`config.mk`:
```
export PLATFORM = sky130hd
export DESIGN_NAME = sync_w2r_gray_flat
export DESIGN_NICKNAME = d
export VERILOG_FILES = /design/src/rtl/sync_w2r_gray_if.sv /design/src/rtl/sync_w2r_gray.sv /design/src/flat_wrapper.sv
export SDC_FILE = /design/constraint.sdc
export NUM_CORES = 1
export LEC_CHECK = 0
export ABC_AREA = 1
export CORE_ASPECT_RATIO = 1.1
export CORE_UTILIZATION = 35
export CTS_CLUSTER_SIZE = 25
export DETAILED_ROUTE_END_ITERATION = 12
export PLACE_DENSITY = 0.69
export SYNTH_ARGS = -nofsm -noshare
export SYNTH_HDL_FRONTEND = slang
export SYNTH_SLANG_ARGS = --single-unit
```
`constraint.sdc`:
```
create_clock -name rclk -period 4 [get_ports rclk]
set_input_delay 0.6 -clock rclk [delete_from_list [all_inputs] [get_ports rclk]]
set_output_delay 0.6 -clock rclk [all_outputs]
set_load 0.01 [all_outputs]
```
`src/rtl/sync_w2r_gray_if.sv`:
```
// Signal bundle between a FIFO read side and its write-pointer synchronizer.
// The master drives the write pointer, read pointer and error clear. The slave drives the status outputs.
interface sync_w2r_gray_if #(
  parameter int ADDRSIZE = 4
);
  logic [ADDRSIZE:0] wptr;
  logic [ADDRSIZE:0] rptr_bin;
  logic              err_clr;
  logic [ADDRSIZE:0] rq_wptr_gray;
  logic [ADDRSIZE:0] rq_wptr_bin;
  logic              wptr_upd;
  logic [ADDRSIZE:0] rcount;
  logic              rempty;
  logic              ralmost_empty;
  logic              sync_err;

  modport master (
    output wptr, rptr_bin, err_clr,
    input  rq_wptr_gray, rq_wptr_bin, wptr_upd, rcount, rempty, ralmost_empty, sync_err
  );

  modport slave (
    input  wptr, rptr_bin, err_clr,
    output rq_wptr_gray, rq_wptr_bin, wptr_upd, rcount, rempty, ralmost_empty, sync_err
  );
endinterface

```
`src/rtl/sync_w2r_gray.sv`:
```
// Brings a Gray-coded FIFO write pointer into the read clock domain.
// Derives the read-side word count, the empty and almost-empty flags, and a sticky pointer-integrity error.
module sync_w2r_gray #(
  parameter int ADDRSIZE    = 4,
  parameter int SYNC_STAGES = 2,
  parameter int AE_THRESH   = 1
) (
  input logic            rclk,
  input logic            rrst,
  sync_w2r_gray_if.slave bus
);
  localparam int PW = ADDRSIZE + 1;
  typedef logic [PW-1:0] ptr_t;

  ptr_t sync_q [SYNC_STAGES];
  ptr_t prev_gray_q;
  ptr_t wbin_q;
  ptr_t rcount_q;
  logic upd_q;
  logic rempty_q;
  logic ralmost_empty_q;
  logic sync_err_q;

  ptr_t gray_s;
  ptr_t wbin_d;
  ptr_t rcount_d;
  ptr_t gray_diff;
  logic jump_err;
  logic ovf_err;
  logic sync_err_d;

  function automatic ptr_t gray2bin(input ptr_t g);
    ptr_t b;
    b = '0;
    b[PW-1] = g[PW-1];
    for (int i = PW - 2; i >= 0; i--) begin
      b[i] = b[i+1] ^ g[i];
    end
    return b;
  endfunction

  // A legal Gray step flips at most one bit, so a diff with two or more set bits is a torn sample.
  always_comb begin
    gray_s     = sync_q[SYNC_STAGES-1];
    wbin_d     = gray2bin(gray_s);
    rcount_d   = wbin_q - bus.rptr_bin;
    gray_diff  = gray_s ^ prev_gray_q;
    jump_err   = (gray_diff & (gray_diff - ptr_t'(1))) != '0;
    ovf_err    = 32'(rcount_d) > 32'(2**ADDRSIZE);
    sync_err_d = sync_err_q;
    if (bus.err_clr) begin
      sync_err_d = 1'b0;
    end
    if (jump_err || ovf_err) begin
      sync_err_d = 1'b1;
    end
  end

  always_ff @(posedge rclk or posedge rrst) begin
    if (rrst) begin
      for (int k = 0; k < SYNC_STAGES; k++) begin
        sync_q[k] <= '0;
      end
      prev_gray_q     <= '0;
      wbin_q          <= '0;
      rcount_q        <= '0;
      upd_q           <= 1'b0;
      rempty_q        <= 1'b1;
      ralmost_empty_q <= 1'b1;
      sync_err_q      <= 1'b0;
    end else begin
      sync_q[0] <= bus.wptr;
      for (int k = 1; k < SYNC_STAGES; k++) begin
        sync_q[k] <= sync_q[k-1];
      end
      prev_gray_q     <= gray_s;
      wbin_q          <= wbin_d;
      upd_q           <= (wbin_d != wbin_q);
      rcount_q        <= rcount_d;
      rempty_q        <= (rcount_d == '0);
      ralmost_empty_q <= (32'(rcount_d) <= 32'(AE_THRESH));
      sync_err_q      <= sync_err_d;
    end
  end

  assign bus.rq_wptr_gray  = gray_s;
  assign bus.rq_wptr_bin   = wbin_q;
  assign bus.wptr_upd      = upd_q;
  assign bus.rcount        = rcount_q;
  assign bus.rempty        = rempty_q;
  assign bus.ralmost_empty = ralmost_empty_q;
  assign bus.sync_err      = sync_err_q;
endmodule
```
`src/flat_wrapper.sv`:
```
// flat-port wrapper written by rule: the top's interface ports become plain ports
module sync_w2r_gray_flat 
#(
  parameter int ADDRSIZE    = 4,
  parameter int SYNC_STAGES = 2,
  parameter int AE_THRESH   = 1
)
  (rclk, rrst, bus_wptr, bus_rptr_bin, bus_err_clr, bus_rq_wptr_gray, bus_rq_wptr_bin, bus_wptr_upd, bus_rcount, bus_rempty, bus_ralmost_empty, bus_sync_err);
  sync_w2r_gray_if #(.ADDRSIZE(ADDRSIZE)) bus_i ();
  input logic rclk;
  input logic rrst;
  input wire logic [$bits(bus_i.wptr)-1:0] bus_wptr;
  input wire logic [$bits(bus_i.rptr_bin)-1:0] bus_rptr_bin;
  input wire logic [$bits(bus_i.err_clr)-1:0] bus_err_clr;
  output wire logic [$bits(bus_i.rq_wptr_gray)-1:0] bus_rq_wptr_gray;
  output wire logic [$bits(bus_i.rq_wptr_bin)-1:0] bus_rq_wptr_bin;
  output wire logic [$bits(bus_i.wptr_upd)-1:0] bus_wptr_upd;
  output wire logic [$bits(bus_i.rcount)-1:0] bus_rcount;
  output wire logic [$bits(bus_i.rempty)-1:0] bus_rempty;
  output wire logic [$bits(bus_i.ralmost_empty)-1:0] bus_ralmost_empty;
  output wire logic [$bits(bus_i.sync_err)-1:0] bus_sync_err;
  assign bus_i.wptr = bus_wptr;
  assign bus_i.rptr_bin = bus_rptr_bin;
  assign bus_i.err_clr = bus_err_clr;
  assign bus_rq_wptr_gray = bus_i.rq_wptr_gray;
  assign bus_rq_wptr_bin = bus_i.rq_wptr_bin;
  assign bus_wptr_upd = bus_i.wptr_upd;
  assign bus_rcount = bus_i.rcount;
  assign bus_rempty = bus_i.rempty;
  assign bus_ralmost_empty = bus_i.ralmost_empty;
  assign bus_sync_err = bus_i.sync_err;
  sync_w2r_gray #(.ADDRSIZE(ADDRSIZE), .SYNC_STAGES(SYNC_STAGES), .AE_THRESH(AE_THRESH)) u_core (.rclk(rclk), .rrst(rrst), .bus(bus_i));
endmodule
```
# Word-level counts from Yosys, hierarchy flattened
# Cells that the tools add are included.
word_totals:
  reg_bits: 29
  in_bits: 13
  output_inout_bits: 19
  elab_cells: 26
classes:
  addsub: 2
  order_cmp: 2
  eq_ne: 1
  n_mux: 2
  bitwise_logic: 6
  reduce_logical: 4
ops:
  columns: ["cell", "count"]
  rows:
  - ["$and 5x5->5", 1]
  - ["$gt 5x5->1 const B", 1]
  - ["$le 5x1->1 const B", 1]
  - ["$logic_not 5->1", 1]
  - ["$ne 5x5->1", 1]
  - ["$reduce_bool 5->1", 1]
  - ["$sub 5x1->5 const B", 1]
  - ["$sub 5x5->5", 1]
  - ["$xor 5x5->5", 1]
  - ["$xor 1x1->1", 4]
  - ["$mux 1", 2]
  - ["$reduce_bool 2->1", 1]
  - ["$logic_or 1x1->1", 1]

# Longest topological paths before layout
# Gate-level depths: netlist (run 1).
depth:
  ltp_word: 6
  mapped_depth: 9
  depth_no_buf: 9

# Least setup slack after synthesis (run 1)
# No wires, ideal clock.
synth_timing:
  path_type: "input to register"
  start: "input bus_rptr_bin[0]"
  end: "register u_core.sync_err_q, in the netlist u_core.bus.sync_err"
  setup_time_ns: 0.068
  arrival_time_ns: 1.706
  required_ns: 3.932
  path_slack_ns: 2.226
  stages: 6
  n_path_buf: 0
  path_cell_list: "ha_1 fa_1 o21ai_1 xor2_1 nand2_1 nand3_1"
synth_via:
  elab_chain_len: 4
  elab_cells_between_ends: 5
  cone_classes: "add/sub (1); order compare (1); mux (1); reduce/logical (2)"
synth_lines:
  columns: ["item", "line", "source"]
  rows:
  - ["start: declaration", "flat_wrapper.sv:13", "input wire logic [$bits(bus_i.rptr_bin)-1:0] bus_rptr_bin;"]
  - ["$sub 5x5->5 *", "sync_w2r_gray.sv:46", "rcount_d = wbin_q - bus.rptr_bin;"]
  - ["net u_core.rcount_d[4]", "sync_w2r_gray.sv:26", "ptr_t rcount_d;"]
  - ["$gt 5x5->1 *", "sync_w2r_gray.sv:49", "ovf_err = 32'(rcount_d) > 32'(2**ADDRSIZE);"]
  - ["$logic_or 1x1->1 *", "sync_w2r_gray.sv:54", "if (jump_err || ovf_err) begin"]
  - ["$mux 1 or $reduce_bool 2->1 (tied branches)", null, null]
  - ["end signal: assignment", "sync_w2r_gray.sv:82", "sync_err_q <= sync_err_d;"]
  - ["end: declaration", "sync_w2r_gray.sv:22", "logic sync_err_q;"]
# Mark *: on every way through the listed nets, which the timed path passes. The rest lies on a longest branch.
# A chain may end at the register's enable or synchronous reset.

# Final worst setup path (run 1)
layout_timing:
  start: "register u_core.sync_q, in the netlist u_core.bus.rq_wptr_gray[1]"
  end: "output bus_rq_wptr_gray[1]"
layout_rtl:
  columns: ["item", "line", "source"]
  rows:
  - ["start: declaration", "sync_w2r_gray.sv:15", "ptr_t sync_q [SYNC_STAGES];"]
  - ["start signal: indexed assignment", "sync_w2r_gray.sv:74", "sync_q[k] <= sync_q[k-1];"]
  - ["end: declaration", "flat_wrapper.sv:15", "output wire logic [$bits(bus_i.rq_wptr_gray)-1:0] bus_rq_wptr_gray;"]
# No word-level cell between the ends.

==> metrics, run 1 <==
DP Area 1590 µm²; cts hold-fix bufs 0; synth warn 0; Post-DRT Antenna Nets 0; CP Cell Sequence clkdlybuf4s50_1; crit path buf inv count 1; Least-Margin Pin Slew 1.03 ns; Reg2Reg Depth 7; pwr/cell area a little over 400 nW/µm²; LEAKAGE 0.768 nW; final worst-path cycle share 50.8%; Final Util roughly half; slowest stage cell, crit path clkdlybuf4s50_1; # rows 22; Area growth syn-to-layout 29.9%; Clk pin slew, worst setup/hold paths 0.15 ns; final wirelength 2.21 mm; WP data required around 3.4 ns; post-route cell area about 1600 µm²; worst-skew pair later-pin latency 0.33 ns; worst setup path endpoint bus_rq_wptr_gray[1]; Yosys top cell by area dfrtp_1; Post-Syn Instances 116; # diodes 0; status finished clean; crit path from u_core.bus.rq_wptr_gray[1]; DRC viols 0; data arrival time of the critical path 1.43 ns; sequential element share of the synthesized area 55.6%; vias per cell approximately 4.4; vias in the first global route 928; CTS resizes 0; Yosys cell types 25; Setup CP Type reg2out; largest net degree at the start of global routing 29; #FFs+latches synth 28; r2r endpoint u_core.bus.sync_err; Critical Path Stages 1; clock sink count 28; slew margin rel. 31.1%; nature of the critical path startpoint flip-flop; maximum fanout along the worst path 6; Worst Skew ~0.0025 ns; final setup fails 0; worst slack, placed roughly 1.6 ns; synthesized area per cell 10.9 µm²; RSZ-0062 raised after global routing false; final hold violation count 0; PortBufs 31; GR Util All Layers 13.5%; Placed Cells 189; initial antenna violation count 0; TritonCTS clock tree done; Crit path largest cell delay ~0.59 ns; 1st-pass router iterations 4; IO Count 32; Max H-tree Level 1; worst vdd ir 0.000231 V; root buf cell clkbuf_4; worst hold start u_core.sync_q[7]; Die Y 65.1 µm; fill cell count ~320; worst min path class reg2reg; Synth top area share 51.4%; Post-CTS Setup Repair Bufs 0; total of max-cap violations 0; Non-Filler Instances a little under 200; Fmax achieved approximately 500 MHz; Crit. End Element output port; CTS max path bufs 2; initial core utilization between 30 and 40%; Iter 0 DRT Violations 5; Post-Syn Area 1260 µm²; drt wl/cell 11.5 µm; syn nets between 100 and 150; top post-synthesis cells by area dfrtp_1 51%, nand3_2 4.7%, nand2_1 4.5%; Num CTS Buffers 3; Overflow after GRT 0; Routability Congestion 0.833; Std-Cell Core Area 3390 µm²; Die Wd 59.3 µm; launch point of the worst reg-to-reg path u_core.bus.rq_wptr_bin[0]; max-slew violation count 0; nets@finish 164; Post-DP HPWL 1.72 mm; Final Worst Setup Slack approximately 2.0 ns; crit path time final 2.03 ns; die area between 3000 and 4000 µm²; global-route wire length before repair ~3.9 mm; crit-path leading delay family buffers and inverters; routed via count 850; r2r setup slk around 2.2 ns; layout cells sized above 1 16.6%; setup TNS 0 ns
==> Yosys cell counts, drive strengths merged <==
cell type	instances
buf	6
o21ai	3
dfstp	2
xnor2	3
nor2	6
nand2	21
nor3b	1
a21oi	4
a21o	1
dfrtp	26
nand3	14
fa	1
nand4	1
inv	17
nand3b	1
ha	4
xor2	5
==> layout make-up <==
cell class	instances	area [µm²]	area share, %
sequential	28	703	42.8
timing repair buffer	31	310	18.9
inverter	17	63.8	3.88
tap	48	60.1	3.66
multi-input combinational	65	453	27.6
clock inverter	1	30.0	1.83
clock buffer	3	22.5	1.37
==> layer usage <==
| metal | vias to the layer above | global-route usage, % | wire length (µm) |
|---|---|---|---|
| li1 | 417 | - | - |
| met1 | 399 | 15.3 | 883 |
| met4 | 0 | 5.95 | 41 |
| met3 | 7 | 2.00 | 96 |
| met5 | - | 0 | 0 |
| met2 | 27 | 24.4 | 1190 |
==> worst reg2reg max path, delay by kind of cell, from the launching register on <==
family,cells,cell delay [ns]
compound gates,1,0.19
xor+xnor,1,0.31
fa+ha+maj,2,0.65
buf+inv,1,0.07
flops,1,0.40
simple gates,2,0.16
==> flip-flops by register name (all words and copies together) (netlist names) <==
name,flops
u_core.bus.ralmost_empty,1
u_core.bus.wptr_upd,1
u_core.prev_gray_q,5
u_core.bus.rq_wptr_bin,4
u_core.bus.rcount,5
u_core.bus.sync_err,1
u_core.sync_q,5
u_core.bus.rq_wptr_gray,5
u_core.bus.rempty,1
==> worst min-delay path by stage <==
stage,to,slack (ns),depth (start not counted)
6_report,u_core.bus.rq_wptr_gray[2],0.37,0
5_1_grt,u_core.bus.rq_wptr_gray[2],0.38,0
4_1_cts,u_core.bus.rq_wptr_gray[2],0.37,0
3_5_place_dp,u_core.bus.rq_wptr_gray[2],0.33,0
3_3_place_gp,u_core.bus.rq_wptr_gray[3],0.33,0
2_1_floorplan,u_core.bus.rq_wptr_gray[0],0.33,0
==> cells in the final DEF (no fill, tap or decap) <==
cell and count:
nand2_4 2, nor2_2 1, nor2_1 4, a21o_1 1, a21oi_1 4, xnor2_1 3, inv_1 14, clkbuf_4 3
nand3_2 6, nand4_1 1, clkdlybuf4s50_1 31, bufinv_16 1, fa_1 1, dfstp_2 2, nand2_1 15, nor3b_1 1
inv_2 3, nand3_1 7, o21ai_1 1, xor2_1 5, dfrtp_1 26, nand3_4 1, nand2_2 4, nor2_4 1
o21ai_0 2, ha_1 4, nand3b_1 1
==> kinds of logic after synthesis <==
group,Yosys count,share of synthesized area (%)
compound gates,8,3.36
xor+xnor,8,5.54
fa+ha+maj,5,5.54
buf+inv,23,8.60
flops,28,55.6
simple gates,44,21.4
==> through the flow <==
step	hold WS (ns)	power, mW
finish	0.368	0.675
global route	0.375	0.710
CTS	0.369	0.682
detailed placement	0.335	0.495
global placement	0.332	0.488
floorplan	0.331	0.422
==> power breakdown <==
| group | internal [mW] | total, mW | switching (mW) |
|---|---|---|---|
| Combinational | 0.0812 | 0.160 | 0.0789 |
| Sequential | 0.312 | 0.327 | 0.0152 |
| Clock | 0.101 | 0.188 | 0.0869 |
Note: power is estimated with default switching activity, not from simulation.
==> run 2, diff against run 1 <==
==> constraint.sdc (replaced) <==
create_clock -name rclk -period 1.96 [get_ports rclk]
set_input_delay 0.294 -clock rclk [delete_from_list [all_inputs] [get_ports rclk]]
set_output_delay 0.294 -clock rclk [all_outputs]
set_load 0.01 [all_outputs]
==> run 2 against run 1 <==
Worst setup slack lost 1.8 ns. Via count increased by 3.3%. Sequential share of layout area down 0.58 points. Clock skew rose by 0.00092 ns. Die area unchanged. Non-clock buffer count grew 3. Final cell count rose by 1.6%.
==> metrics, run 2 (synthesis gave the netlist of run 1 again) <==
final worst-path cycle share 91.1%; crit path buf inv count 1 (unchanged); # diodes 0 (unchanged); crit-path leading delay family adder cells (was buffers and inverters); Std-Cell Core Area 3390 µm² (unchanged); Iter 0 DRT Violations 11 (was 5); commonest non-fill, non-tap cell in the layout clkdlybuf4s50_1 (unchanged); cts hold-fix bufs 0 (unchanged); nets@finish 167 (was 164); final wirelength 2.16 mm (was 2.21 mm); final hold violation count 0 (unchanged); data arrival time of the critical path 2.06 ns (was 1.43 ns); Placed Cells 190 (was 189); max-slew violation count 0 (unchanged); Setup CP Type reg2reg (was reg2out); slowest stage cell, crit path fa_1 (was clkdlybuf4s50_1); slew margin rel. 76.8% (was 31.1%); die area 3860 µm² (unchanged); post-route cell area 1670 µm² (was 1640 µm²); 1st-pass router iterations 4 (unchanged); Post-DP HPWL 1.66 mm (was 1.72 mm); WP data required 2.24 ns (was 3.40 ns); Least-Margin Pin Slew 0.348 ns (was 1.03 ns); vias per cell 4.48 (was 4.40); Num CTS Buffers 3 (unchanged); commonest non-fill, non-tap cells in the layout 31 x clkdlybuf4s50_1, 26 x dfrtp_1, 15 x nand2_1 (unchanged); root buf cell clkbuf_4 (unchanged); # rows 22 (unchanged); Crit path largest cell delay 0.41 ns (was 0.59 ns); DP Area 1600 µm² (was 1590 µm²); TritonCTS clock tree done (unchanged); global-route wire length before repair 3.93 mm (was 3.88 mm); Clk pin slew, worst setup/hold paths 0.15 ns (about the same); pwr/cell area 826 nW/µm² (was 411 nW/µm²); launch point of the worst reg-to-reg path u_core.bus.rq_wptr_bin[0] (unchanged); worst-skew pair later-pin latency 0.32 ns (was 0.33 ns); largest net degree at the start of global routing 29 (unchanged); Fmax achieved 560 MHz; Routability Congestion 0.834 (was 0.833); worst min path class in2async (was reg2reg); crit path from u_core.bus.rq_wptr_bin[0] (was u_core.bus.rq_wptr_gray[1]); vias in the first global route 937 (was 928); Crit. End Element flip-flop (was output port); CTS max path bufs 2 (unchanged); CP Cell Sequence inv_1 -> ha_1 -> fa_1 -> o21ai_1 -> xor2_1 -> nand2_1 -> nand3_1 (was clkdlybuf4s50_1); fill cell count 327 (was 316); PortBufs 31 (unchanged); Non-Filler Instances 196 (was 193); Die Y 65.1 µm (unchanged); total of max-cap violations 0 (unchanged); nature of the critical path startpoint flip-flop (unchanged); clock sink count 28 (unchanged); Die Wd 59.3 µm (unchanged); Final Util 49.2% (was 48.5%); DRC viols 0 (unchanged); IO Count 32 (unchanged); status finished clean (unchanged); maximum fanout along the worst path 4 (was 6); Post-DRT Antenna Nets 0 (unchanged); drt wl/cell 11.0 µm (was 11.5 µm); final setup fails 0 (unchanged); LEAKAGE 0.783 nW (was 0.768 nW); crit path time final about 1.8 ns; initial antenna violation count 0 (unchanged); Worst Skew 0.00342 ns (was 0.00251 ns); worst vdd ir 0.000273 V (was 0.000231 V); GR Util All Layers 13.4% (was 13.5%); routed via count 878 (was 850); Overflow after GRT 0 (unchanged); initial core utilization 37.4% (unchanged); layout cells sized above 1 18.2% (was 16.6%); Max H-tree Level 1 (unchanged); Area growth syn-to-layout 31.7% (was 29.9%)
## run 2: area by class of cell
| cell class | count | area, µm² | share of cell area [%] |
|---|---|---|---|
| flip-flops and latches | 28 | 703 | 42.2 |
| multi-input cells | 65 | 453 | 27.2 |
| clock buffers | 3 | 22.5 | 1.35 |
| repair buffers | 34 | 333 | 20.0 |
| clock inverters | 1 | 30.0 | 1.80 |
| well taps | 48 | 60.1 | 3.61 |
| inverters | 17 | 63.8 | 3.83 |
## run 2: worst min-delay path: stages
cell and delay, ns:
clkdlybuf4s50_1 0.39, inv_1 0.05, buf_4 0.32
## run 2: metrics by stage
stage	hold WS (ns)	setup slack, ns	power, mW	TNS (ns)
2_1_floorplan	0.325	0.304	0.861	0
3_3_place_gp	0.333	-0.00933	0.997	-0.00933
3_5_place_dp	0.338	-0.102	1.01	-0.188
4_1_cts	0.309	0.168	1.39	0
5_1_grt	0.311	-0.00339	1.47	-0.00339
6_report	0.299	0.175	1.38	0
## run 2: worst paths after layout
kind | endpoint | slack [ns] | cells after the start
worst min register to register | u_core.bus.rq_wptr_gray[4] | 0.37 | 0
worst min-delay path | u_core.bus.rq_wptr_gray[1] | 0.30 | 3
max in group asynchronous | u_core.bus.rempty | 1.35 | 3
worst max-delay path | u_core.bus.sync_err | 0.18 | 7
min in group rclk | u_core.bus.rq_wptr_gray[4] | 0.37 | 0
worst max register to register | u_core.bus.sync_err | 0.18 | 7
## run 2: metal layers
metal	vias up	share of wire [%]	GRT usage, %
met5	-	0	0
met4	0	0.70	3.57
met3	4	5.5	2.20
met2	27	53	23.7
met1	419	41	16.3
li1	428	-	-
## run 2: what timing repair did
| action | CTS | global route |
|---|---|---|
| endpoints found under the setup margin | 0 | 1 |
| setup buffers | 0 | 2 |
| gates resized for setup | 0 | 0 |
## run 2: where the power goes
part	internal (mW)	switching, mW
registers	0.636	0.0312
clock network	0.207	0.168
logic	0.173	0.160
total	1.02	0.360
